$ cat src/rtl/fifo_ram_ctrl_pkg.sv
// Shared types and reset constants for the fifo_ram_ctrl queue.
// Widths that depend on module parameters are derived inside the modules.
package fifo_ram_ctrl_pkg;

  // Encoding of the accepted operations this cycle. The value is {pop_ok, push_ok}.
  typedef enum logic [1:0] {
    OP_IDLE = 2'b00,
    OP_PUSH = 2'b01,
    OP_POP  = 2'b10,
    OP_BOTH = 2'b11
  } fifo_op_e;

  localparam logic RST_FLAG = 1'b0;

  function automatic fifo_op_e decode_op(input logic push_ok, input logic pop_ok);
    return fifo_op_e'({pop_ok, push_ok});
  endfunction

endpackage

$ cat src/rtl/fifo_dp_ram.sv
// Simple dual-port RAM with a synchronous write port and a registered read port.
// A read and a write to the same address in one cycle return the old word.
module fifo_dp_ram #(
  parameter int DATA_SIZE       = 6,
  parameter int MAIN_QUEUE_SIZE = 3
) (
  input  logic                       clk,
  input  logic                       reset_L,
  input  logic                       wr_en,
  input  logic [MAIN_QUEUE_SIZE-1:0] wr_addr,
  input  logic [DATA_SIZE-1:0]       wr_data,
  input  logic                       rd_en,
  input  logic [MAIN_QUEUE_SIZE-1:0] rd_addr,
  output logic [DATA_SIZE-1:0]       rd_data
);

  localparam int DEPTH = 1 << MAIN_QUEUE_SIZE;

  logic [DATA_SIZE-1:0] r_mem [DEPTH];

  // NOTE: the array has no reset so it maps onto RAM macros; only the output register is reset.
  always_ff @(posedge clk) begin
    if (wr_en) r_mem[wr_addr] <= wr_data;
  end

  // NOTE: non-blocking assignment here is what gives read-before-write on an address collision.
  always_ff @(posedge clk or negedge reset_L) begin
    if (!reset_L)   rd_data <= '0;
    else if (rd_en) rd_data <= r_mem[rd_addr];
  end

endmodule

$ cat src/rtl/fifo_ram_ctrl.sv
// Synchronous FIFO: pointer, occupancy, flag and sticky-error logic around fifo_dp_ram.
// A pop of an empty queue is never satisfied by a same-cycle push (no fall-through).
module fifo_ram_ctrl
  import fifo_ram_ctrl_pkg::*;
#(
  parameter int DATA_SIZE       = 6,
  parameter int MAIN_QUEUE_SIZE = 3
) (
  input  logic                       clk,
  input  logic                       reset_L,
  input  logic                       push,
  input  logic                       pop,
  input  logic [DATA_SIZE-1:0]       data_in,
  input  logic [MAIN_QUEUE_SIZE:0]   umbral_hi,
  input  logic [MAIN_QUEUE_SIZE:0]   umbral_lo,
  output logic [DATA_SIZE-1:0]       data_out,
  output logic                       valid_out,
  output logic                       full,
  output logic                       empty,
  output logic                       almost_full,
  output logic                       almost_empty,
  output logic [MAIN_QUEUE_SIZE:0]   count,
  output logic                       err_overflow,
  output logic                       err_underflow
);

  localparam int DEPTH = 1 << MAIN_QUEUE_SIZE;
  localparam int CW    = MAIN_QUEUE_SIZE + 1;

  logic [MAIN_QUEUE_SIZE-1:0] r_wr_ptr;
  logic [MAIN_QUEUE_SIZE-1:0] r_rd_ptr;
  logic [CW-1:0]              r_count;
  logic                       r_valid;
  logic                       r_err_ovf;
  logic                       r_err_unf;

  logic                       w_full;
  logic                       w_empty;
  logic                       w_pop_ok;
  logic                       w_push_ok;
  fifo_op_e                   w_op;
  logic [CW-1:0]              w_count_nxt;

  assign w_full    = (r_count == CW'(DEPTH));
  assign w_empty   = (r_count == '0);
  assign w_pop_ok  = pop & ~w_empty;
  // A pop in the same cycle frees the slot, so a full queue still accepts the push.
  assign w_push_ok = push & (~w_full | w_pop_ok);
  assign w_op      = decode_op(w_push_ok, w_pop_ok);

  // NOTE: every always_comb output gets a default first so no latch is inferred.
  always_comb begin
    w_count_nxt = r_count;
    case (w_op)
      OP_PUSH: w_count_nxt = r_count + 1'b1;
      OP_POP:  w_count_nxt = r_count - 1'b1;
      default: w_count_nxt = r_count;
    endcase
  end

  always_ff @(posedge clk or negedge reset_L) begin
    if (!reset_L) begin
      r_wr_ptr  <= '0;
      r_rd_ptr  <= '0;
      r_count   <= '0;
      r_valid   <= RST_FLAG;
      r_err_ovf <= RST_FLAG;
      r_err_unf <= RST_FLAG;
    end else begin
      if (w_push_ok) r_wr_ptr <= r_wr_ptr + 1'b1;
      if (w_pop_ok)  r_rd_ptr <= r_rd_ptr + 1'b1;
      r_count <= w_count_nxt;
      r_valid <= w_pop_ok;
      if (push && !w_push_ok) r_err_ovf <= 1'b1;
      if (pop && w_empty)     r_err_unf <= 1'b1;
    end
  end

  fifo_dp_ram #(
    .DATA_SIZE       (DATA_SIZE),
    .MAIN_QUEUE_SIZE (MAIN_QUEUE_SIZE)
  ) u_ram (
    .clk     (clk),
    .reset_L (reset_L),
    .wr_en   (w_push_ok),
    .wr_addr (r_wr_ptr),
    .wr_data (data_in),
    .rd_en   (w_pop_ok),
    .rd_addr (r_rd_ptr),
    .rd_data (data_out)
  );

  // Thresholds are compared live; umbral_hi=0 and umbral_lo>=DEPTH saturate naturally.
  assign full          = w_full;
  assign empty         = w_empty;
  assign almost_full   = (r_count >= umbral_hi);
  assign almost_empty  = (r_count <= umbral_lo);
  assign count         = r_count;
  assign valid_out     = r_valid;
  assign err_overflow  = r_err_ovf;
  assign err_underflow = r_err_unf;

endmodule

$ cat config.mk
export PLATFORM = sky130hd
export DESIGN_NAME = fifo_ram_ctrl
export DESIGN_NICKNAME = d
export VERILOG_FILES = /design/src/rtl/fifo_ram_ctrl_pkg.sv /design/src/rtl/fifo_dp_ram.sv /design/src/rtl/fifo_ram_ctrl.sv
export SDC_FILE = /design/constraint.sdc
export NUM_CORES = 1
export LEC_CHECK = 0
export BUFFER_PORTS_ARGS = -buffer_cell sky130_fd_sc_hd__buf_2
export CAP_MARGIN = 20
export CORE_MARGIN = 5
export CORE_UTILIZATION = 40
export DETAILED_ROUTE_END_ITERATION = 10
export PLACE_DENSITY = 0.64
export SYNTH_ARGS = -nofsm -noshare
export SYNTH_HDL_FRONTEND = slang
export SYNTH_HIERARCHICAL = 1
export SYNTH_SLANG_ARGS = --single-unit
$ cat constraint.sdc
create_clock -name clk -period 4.7 [get_ports clk]
set_clock_uncertainty 0.2 [all_clocks]
set_input_delay 0.235 -clock clk [delete_from_list [all_inputs] [get_ports clk]]
set_output_delay 0.235 -clock clk [all_outputs]
set_load 0.05 [all_outputs]
==> flow_metrics.env, run 1 <==
export IMPL_outcome="complete, no violations"
export IMPL_min_from="pop"
export IMPL_core_rowCount=31
export IMPL_timing_final_ws_setup_ns=1.680
export IMPL_cp_max_fo=8
export IMPL_busiest_layer="met2"
export IMPL_clkLatencyLatePin_ns=0.32
export IMPL_cts_sinks=67
export IMPL_coreArea_um2=7331
export IMPL_chipWidth_um=97.44
export IMPL_routed_wl_um=5361
export IMPL_synth_flop_cell="edfxtp_1"
export IMPL_postCtsSetupBuffers=0
export IMPL_root_buffer="clkbuf_8"
export IMPL_routedWlPerCell_um=14.89
export IMPL_crit_arrival_ns=3.03
export IMPL_synth_area_leaders="edfxtp_1 47%, dfrtp_1 16%, ha_1 4.9%, mux2i_1 4.9%, mux2_2 4.4%"
export IMPL_synthArstFlopShare=0.2836
export IMPL_htree_levels=3
export IMPL_final_area_um2=3528
export IMPL_hold_depth=3
export IMPL_p_leak_nw=1.453
export IMPL_ys_warn_count=6
export IMPL_layout_drive_gt1_share=0.2720
export IMPL_area_delta_synth_final_pct=15.38
export IMPL_crit_family="simple AND/OR/NAND/NOR gates"
export IMPL_grt_met1_usage=0.1537
export IMPL_r2r_setup_slack_ns=1.68
export IMPL_antenna_found_initial=0
export IMPL_place_area_um2=3281
export IMPL_rsz0062_at_grt="no"
export IMPL_worst_slew_pin_slew_ns=0.9917
export IMPL_period_needed_ns=3.020
export IMPL_drc_errors=0
export IMPL_worstPathCellList="or3_1 > o21ai_2 > inv_2 > nand2b_1 > inv_1 > ha_1 > a211o_1 > a21oi_1 > mux2i_1 > or3_1"
export IMPL_grt_pass1_wl_um=8604
export IMPL_critPathMaxStageDelay_ns=0.57
export IMPL_setup_viol=0
export IMPL_via_per_inst=4.889
export IMPL_ir_drop_v=0.0002479
export IMPL_path_buf_inv=2
export IMPL_grt_max_degree=27
export IMPL_initial_core_util=0.4171
export IMPL_dpl_hpwl_um=3667
export IMPL_netlist_area_leader_share=0.4714
export IMPL_slew_violations=0
export IMPL_cts_buffer_depth=2
export IMPL_place_ws_ns=1.687
export IMPL_startpoint="count[1]"
export IMPL_grt_met2_usage=0.1813
export IMPL_final_nets=287
export IMPL_synth_cell_types=39
export IMPL_cts_tree="built"
export IMPL_worst_r2r_cell_count=10
export IMPL_hold_violations=0
export IMPL_portBuffers=34
export IMPL_grt_pass1_vias=1693
export IMPL_crit_type="reg -> reg"
export IMPL_synth_edf_count=48
export IMPL_syn_instance_count=210
export IMPL_yosysSeqAreaShare=0.6268
export IMPL_via_count=1760
export IMPL_p_per_area_nw_per_um2=645.5
export IMPL_reg2reg_to="count[3]"
export IMPL_grtUsageTotal=0.1168
export IMPL_critical_path_slowest_cell="or3_1"
export IMPL_ys_ff_latch=67
export IMPL_placedCellCount=337
export IMPL_use_met3=0.03230
export IMPL_fin_cells=360
export IMPL_io_pins=35
export IMPL_fin_util=0.4813
export IMPL_drt_first_iter_violations=96
export IMPL_hold_path_end="valid_out"
export IMPL_crit_path_end_kind="flop"
export IMPL_r2r_start="count[1]"
export IMPL_fin_tns_setup_ns=0
export IMPL_syn_nets=241
export IMPL_min_path_type="in -> reg"
export IMPL_startpoint_type="flop"
export IMPL_gr_total_overflow=0
export IMPL_clk_pin_slew_ns=0.07
export IMPL_synth_avg_cell_area_um2=14.56
export IMPL_yosysTopAreaCell="edfxtp_1"
export IMPL_fmax_ghz=0.3312
export IMPL_timing_critical_path_required_ns=4.71
export IMPL_drv_cap=0
export IMPL_dr_pass1_iters=4
export IMPL_ctsResizeCount=0
export IMPL_cts_made_buffers=9
export IMPL_num_antenna_cells=0
export IMPL_syn_cell_area_um2=3058
export IMPL_place_congestion=0.7135
export IMPL_postRouteAntennaNets=0
export IMPL_slew_headroom=0.3338
export IMPL_fp_dieH_um=97.44
export IMPL_dieArea_um2=9494
export IMPL_finalCritPeriodShare=0.6425
export IMPL_critPathMostFrequentCell="or3_1"
==> worst min-delay path, delay by kind of cell <==
family	cells	cell delay (ns)
buf+inv	2	0.23
compound gates	1	0.11
==> where the power goes <==
group | switching [mW] | internal (mW) | leakage, nW
Combinational | 0.626 | 0.355 | 0.702
Clock | 0.213 | 0.206 | 0.0924
Sequential | 0.0959 | 0.782 | 0.659
Total | 0.934 | 1.34 | 1.45
==> cell families after synthesis <==
family | synth area share
mux | 0.1031
flops | 0.6268
fa+ha+maj | 0.05565
simple gates | 0.06424
buf+inv | 0.04173
xor+xnor | 0.02005
compound gates | 0.08838
==> stage by stage <==
stage	hold WS (ns)	total power [mW]
finish	0.08992	2.278
detailed placement	0.01820	1.878
floorplan	-0.2606	1.695
CTS	0.07877	2.304
global route	0.09289	2.423
global placement	0.02219	1.859
==> area by class of cell <==
cell class	count	area, µm²
Timing Repair Buffer	42	247.7
Inverter	13	48.80
Clock buffer	10	137.6
Tap cell	99	123.9
Multi-Input combinational cell	123	1013
Sequential cell	67	1917
Clock inverter	6	40.04
Fill cell	644	3802
==> synthesized netlist by cell type (3+ instances only) <==
library cell	count
mux2i_1	15
mux2_2	12
xnor2_1	5
nand2_1	15
nand2b_1	7
inv_1	12
a22o_1	6
dfrtp_1	19
o31ai_1	5
edfxtp_1	48
nor3_1	3
nor2_1	9
ha_1	12
a21o_1	4
o22ai_1	6
==> sequential cells by signal, indices dropped and copies added, names as in the netlist <==
signal and count:
u_ram/r_mem 48, u_ram/rd_data 6, count 4, r_rd_ptr 3
r_wr_ptr 3, err_overflow 1, err_underflow 1, valid_out 1
==> layer usage <==
layer  share of wire  wire length, µm
met5               0                0
met4           0.010               54
met1            0.47             2514
met3           0.047              253
met2            0.47             2539
==> placed cells by master (no fill, tap or decap), types with 2 or more instances in the layout <==
cell,Yosys,final
o21a_1,2,2
mux2_4,2,2
xnor2_1,5,5
xor2_1,2,2
o22ai_1,6,6
a22o_1,6,6
ha_1,12,12
nand3_1,2,2
clkinv_2,0,3
nand2b_1,7,7
buf_2,1,34
dlygate4sd3_1,0,7
o31ai_1,5,5
clkbuf_8,0,10
mux2i_1,15,15
mux2_2,12,12
or3_1,2,2
nand2_1,15,15
nor3_1,3,3
dfrtp_1,19,19
inv_1,12,12
nor2b_1,2,2
edfxtp_1,48,48
a21o_1,4,4
nor2_1,9,9
==> timing repair <==
action | 4_1_cts | 5_1_grt
hold buffers | 7 | 0
setup endpoints to repair | 0 | 0
hold endpoints to repair | 61 | 0
==> how the worst max path moves through the flow <==
| stage | end | cells after the start |
|---|---|---|
| 6_report | count[3] | 10 |
| 5_1_grt | count[3] | 10 |
| 4_1_cts | count[3] | 10 |
| 3_5_place_dp | count[3] | 10 |
| 3_3_place_gp | count[3] | 10 |
| 2_1_floorplan | count[3] | 11 |
(Power assumes the default switching activity.)
==> run 2, diff against run 1 <==
clock period = 3 ns   (was 4.7 ns; I/O delays follow)
==> run 2 against run 1 <==
Utilization grew 1.7 points; critical endpoint unchanged; flip-flop and latch count is the same; first-iteration DRC count grew 41%; sequential share of layout area shrank 1.8 points; critical path depth is the same; fmax grew 7.5%; combinational power grew 65%; worst setup slack lost 1.5 ns; non-clock buffer count grew 7.
==> flow_metrics.env, run 2 (synthesis gave the netlist of run 1 again) <==
export IMPL_crit_arrival_ns=2.82
export IMPL_rsz0062_at_grt="no"
export IMPL_top_register="u_ram/r_mem"
export IMPL_p_leak_nw=1.510
export IMPL_cp_max_fo=5
export IMPL_startpoint_type="flop"
export IMPL_gr_total_overflow=0
export IMPL_r2r_start="count[1]"
export IMPL_hold_depth=2
export IMPL_dr_pass1_iters=4
export IMPL_crit_type="reg -> reg"
export IMPL_fp_dieH_um=97.44
export IMPL_coreArea_um2=7331
export IMPL_place_area_um2=3312
export IMPL_fin_tns_setup_ns=0
export IMPL_largest_reg_flops=48
export IMPL_drv_cap=0
export IMPL_period_needed_ns=2.810
export IMPL_slew_violations=0
export IMPL_worst_r2r_cell_count=10
export IMPL_r2r_setup_slack_ns=0.19
export IMPL_min_from="push"
export IMPL_p_per_area_nw_per_um2=1060
export IMPL_via_per_inst=4.820
export IMPL_cts_made_buffers=9
export IMPL_chipWidth_um=97.44
export IMPL_routedWlPerCell_um=14.95
export IMPL_postRouteAntennaNets=0
export IMPL_htree_levels=3
export IMPL_hold_ws_ns=0.06420
export IMPL_portBuffers=34
export IMPL_hold_violations=0
export IMPL_final_nets=294
export IMPL_dpl_hpwl_um=3809
export IMPL_grt_max_degree=27
export IMPL_cts_buffer_depth=2
export IMPL_slew_headroom=0.2962
export IMPL_worst_slew_pin_slew_ns=1.048
export IMPL_routed_wl_um=5488
export IMPL_ir_drop_v=0.0003298
export IMPL_root_buffer="clkbuf_8"
export IMPL_fmax_ghz=0.3559
export IMPL_layout_commonest_cell="edfxtp_1"
export IMPL_core_rowCount=31
export IMPL_finalCritPeriodShare=0.9367
export IMPL_place_ws_ns=0.1715
export IMPL_via_count=1769
export IMPL_initial_core_util=0.4171
export IMPL_min_path_type="in -> reg"
export IMPL_cts_sinks=67
export IMPL_crit_path_end_kind="flop"
export IMPL_clkLatencyLatePin_ns=0.33
export IMPL_final_area_um2=3654
export IMPL_timing_final_ws_setup_ns=0.1899
export IMPL_place_congestion=0.7432
export IMPL_startpoint="count[1]"
export IMPL_layout_drive_gt1_share=0.2910
export IMPL_dieArea_um2=9494
export IMPL_grt_pass1_wl_um=9108
export IMPL_cts_tree="built"
export IMPL_io_pins=35
export IMPL_area_delta_synth_final_pct=19.48
export IMPL_setup_viol=0
export IMPL_num_antenna_cells=0
export IMPL_antenna_found_initial=0
export IMPL_drt_first_iter_violations=135
export IMPL_timing_critical_path_required_ns=3.01
export IMPL_clk_pin_slew_ns=0.07
export IMPL_outcome="complete, no violations"
export IMPL_drc_errors=0
export IMPL_grt_pass1_vias=1782
export IMPL_grtUsageTotal=0.1229
export IMPL_final_cell_mix="48 x edfxtp_1, 34 x buf_2, 18 x dfrtp_1, 15 x mux2i_1, 15 x nand2_1"
## run 2: cell count changes in the layout (fill, tap and decap cells not counted), sizes merged
| cell | before | now |
|---|---|---|
| clkinv | 4 | 2 |
| buf | 35 | 41 |
| inv | 14 | 13 |
| bufinv | 0 | 3 |
| dlygate4sd3 | 7 | 8 |
## run 2: final timing paths
path / endpoint
max in group asynchronous: count[1]
hold / removal: err_overflow
min in group asynchronous: valid_out
setup / recovery: count[3]
hold reg to reg: err_underflow
setup reg to reg: count[3]
## run 2: worst max-delay path, stage by stage (launching register included)
cell	delay (ns)
dfrtp_2	0.43
or3_1	0.41
o21ai_2	0.22
inv_2	0.08
nand2b_1	0.11
inv_1	0.07
ha_1	0.27
a211o_1	0.32
a21oi_2	0.14
mux2i_1	0.08
or3_1	0.36
## run 2: timing repair
item	4_1_cts	5_1_grt
gates resized for setup	0	1
setup buffers	0	2
endpoints found under the hold margin	68	0
endpoints found under the setup margin	0	1
hold buffers	8	0
## run 2: stage by stage
stage,total power [mW],std cells,util
final,3.871,367,0.4984
after global routing,4.103,367,0.4984
after CTS,3.889,365,0.4958
after detailed placement,2.977,341,0.4518
after global placement,2.948,341,0.4518
after floorplan,2.657,210,-
## run 2: cell type report
cell class | count | area [µm²]
Sequential cell | 67 | 1918
Multi-Input combinational cell | 123 | 1017
Clock buffer | 10 | 127.6
Fill cell | 641 | 3677
Clock inverter | 6 | 115.1
Inverter | 13 | 48.80
Tap cell | 99 | 123.9
Timing Repair Buffer | 49 | 302.8
## run 2: metal layers
metal | up-vias | part of all wire | GRT usage
li1 | 882 | - | -
met2 | 36 | 0.47 | 0.1903
met5 | - | 0 | 0
met4 | 0 | 0.011 | 0.04153
met1 | 845 | 0.47 | 0.1611
met3 | 6 | 0.047 | 0.04235
## run 2: where the power goes
| group | internal (mW) | leakage (nW) | total [mW] | switching (mW) |
|---|---|---|---|---|
| combinational | 0.600 | 0.735 | 1.62 | 1.02 |
| clock | 0.555 | 0.117 | 0.899 | 0.344 |
| sequential | 1.23 | 0.658 | 1.35 | 0.123 |
| total | 2.38 | 1.51 | 3.87 | 1.49 |
==> run 3, diff against run 2 <==
SETUP_SLACK_MARGIN = 0.3   (was not set)
==> run 3 against run 2 <==
Critical path type unchanged; worst setup slack better by 0.23 ns; non-clock buffer count is 3 higher; utilization is 0.38 points higher; via count is 3.0% higher; fmax is 8.8% higher; sequential power hardly changed; largest power group unchanged.
==> flow_metrics.env, run 3 (synthesis gave the netlist of run 1 again) <==
export IMPL_outcome="complete, no violations"
export IMPL_worst_slew_pin_slew_ns=0.6833
export IMPL_chipWidth_um=97.44
export IMPL_via_count=1822
export IMPL_min_from="push"
export IMPL_num_antenna_cells=0
export IMPL_layout_commonest_cell="edfxtp_1"
export IMPL_top_register="u_ram/r_mem"
export IMPL_timing_critical_path_required_ns=3.02
export IMPL_drc_errors=0
export IMPL_cts_tree="built"
export IMPL_timing_final_ws_setup_ns=0.4172
export IMPL_cts_sinks=67
export IMPL_grt_max_degree=25
export IMPL_dr_pass1_iters=4
export IMPL_place_congestion=0.7221
export IMPL_crit_type="reg -> reg"
export IMPL_grt_pass1_wl_um=9584
export IMPL_fp_dieH_um=97.44
export IMPL_dpl_hpwl_um=3801
export IMPL_grtUsageTotal=0.1315
export IMPL_portBuffers=34
export IMPL_slew_headroom=0.5428
export IMPL_final_cell_mix="48 x edfxtp_1, 35 x buf_2, 16 x dfrtp_1, 15 x mux2i_1, 15 x nand2_1"
export IMPL_final_nets=297
export IMPL_drv_cap=0
export IMPL_cp_max_fo=4
export IMPL_antenna_found_initial=0
export IMPL_min_path_type="in -> reg"
export IMPL_dieArea_um2=9494
export IMPL_cts_made_buffers=9
export IMPL_hold_path_end="err_overflow"
export IMPL_startpoint_type="flop"
export IMPL_routedWlPerCell_um=15.66
export IMPL_p_per_area_nw_per_um2=1028
export IMPL_drt_first_iter_violations=103
export IMPL_p_leak_nw=1.508
export IMPL_reg2reg_to="count[3]"
export IMPL_clk_pin_slew_ns=0.07
export IMPL_initial_core_util=0.4171
export IMPL_hold_violations=0
export IMPL_worst_r2r_cell_count=10
export IMPL_fmax_ghz=0.3872
export IMPL_finalCritPeriodShare=0.8609
export IMPL_setup_viol=0
export IMPL_core_rowCount=31
export IMPL_layout_drive_gt1_share=0.3321
export IMPL_crit_path_end_kind="flop"
export IMPL_htree_levels=3
export IMPL_fin_tns_setup_ns=0
export IMPL_cts_buffer_depth=2
export IMPL_period_needed_ns=2.583
export IMPL_postRouteAntennaNets=0
export IMPL_hold_depth=2
export IMPL_clkLatencyLatePin_ns=0.34
export IMPL_routed_wl_um=5795
export IMPL_largest_reg_flops=48
export IMPL_via_per_inst=4.924
export IMPL_rsz0062_at_grt="no"
export IMPL_area_delta_synth_final_pct=20.38
export IMPL_crit_arrival_ns=2.61
export IMPL_grt_pass1_vias=1890
export IMPL_slew_violations=0
export IMPL_coreArea_um2=7331
export IMPL_r2r_setup_slack_ns=0.42
export IMPL_root_buffer="clkbuf_8"
export IMPL_ir_drop_v=0.0003384
export IMPL_place_ws_ns=0.2247
export IMPL_r2r_start="count[0]"
export IMPL_gr_total_overflow=0
export IMPL_io_pins=35
[run 3: changes by cell type in the layout (fill, tap and decap cells not counted), moves of 2 or more]
cell | before | now
dfrtp_1 | 18 | 16
ha_4 | 0 | 2
inv_6 | 0 | 2
bufinv_16 | 3 | 1
ha_1 | 12 | 10
dfrtp_2 | 1 | 3
[run 3: power by group]
part / switching, mW / leakage [nW] / internal, mW / total (mW)
sequential: 0.149 / 0.656 / 1.23 / 1.38
combinational: 1.03 / 0.756 / 0.641 / 1.67
clock: 0.350 / 0.0962 / 0.389 / 0.738
total: 1.53 / 1.51 / 2.26 / 3.78
[run 3: per-stage QoR]
stage | power (mW) | hold slack (ns) | util | cells | area, µm²
after floorplan | 2.673 | -0.3456 | - | 210 | 3073
after global placement | 2.941 | -0.04446 | 0.4506 | 338 | 3303
after detailed placement | 2.977 | -0.04798 | 0.4506 | 338 | 3303
after CTS | 3.746 | 0.03217 | 0.4916 | 364 | 3603
after global routing | 4.043 | 0.04074 | 0.5021 | 370 | 3681
final | 3.784 | 0.04094 | 0.5021 | 370 | 3681
[run 3: how the worst max path moves through the flow]
| stage | start | end | cells after the start |
|---|---|---|---|
| CTS | count[2] | count[3] | 10 |
| finish | count[0] | count[3] | 10 |
| global placement | count[2] | count[3] | 10 |
| detailed placement | count[2] | count[3] | 10 |
| floorplan | count[2] | count[3] | 11 |
| global route | count[0] | count[3] | 10 |
[run 3: cell type report]
class	count	area, µm²
tap	99	123.9
clock buffer	9	123.9
timing repair buffer	52	322.8
inverter	13	48.80
sequential	67	1921
fill	646	3650
clock inverter	7	76.32
multi-input combinational	123	1065
[run 3: routing by layer]
layer | vias to the layer above | part of all wire | global-route usage
met5 | - | 0 | 0
met4 | 0 | 0.016 | 0.05112
met3 | 9 | 0.027 | 0.03877
met2 | 21 | 0.51 | 0.2140
met1 | 902 | 0.45 | 0.1649
li1 | 890 | - | -
[run 3: critical path, stage by stage, from the launching register on]
cell      delay, ns
dfrtp_2        0.42
or3_4          0.41
o21ai_4        0.14
inv_2          0.08
nand2b_4       0.08
inv_2          0.06
ha_4           0.20
a211o_1        0.31
a21oi_2        0.14
mux2i_1        0.08
or3_1          0.36
[run 3: repair_timing]
item,CTS,global route
gates cloned,0,0
gates resized for setup,1,5
pin swaps,1,4
hold buffers,8,0
setup buffers,2,4
hold endpoints to repair,69,0
setup endpoints to repair,1,1
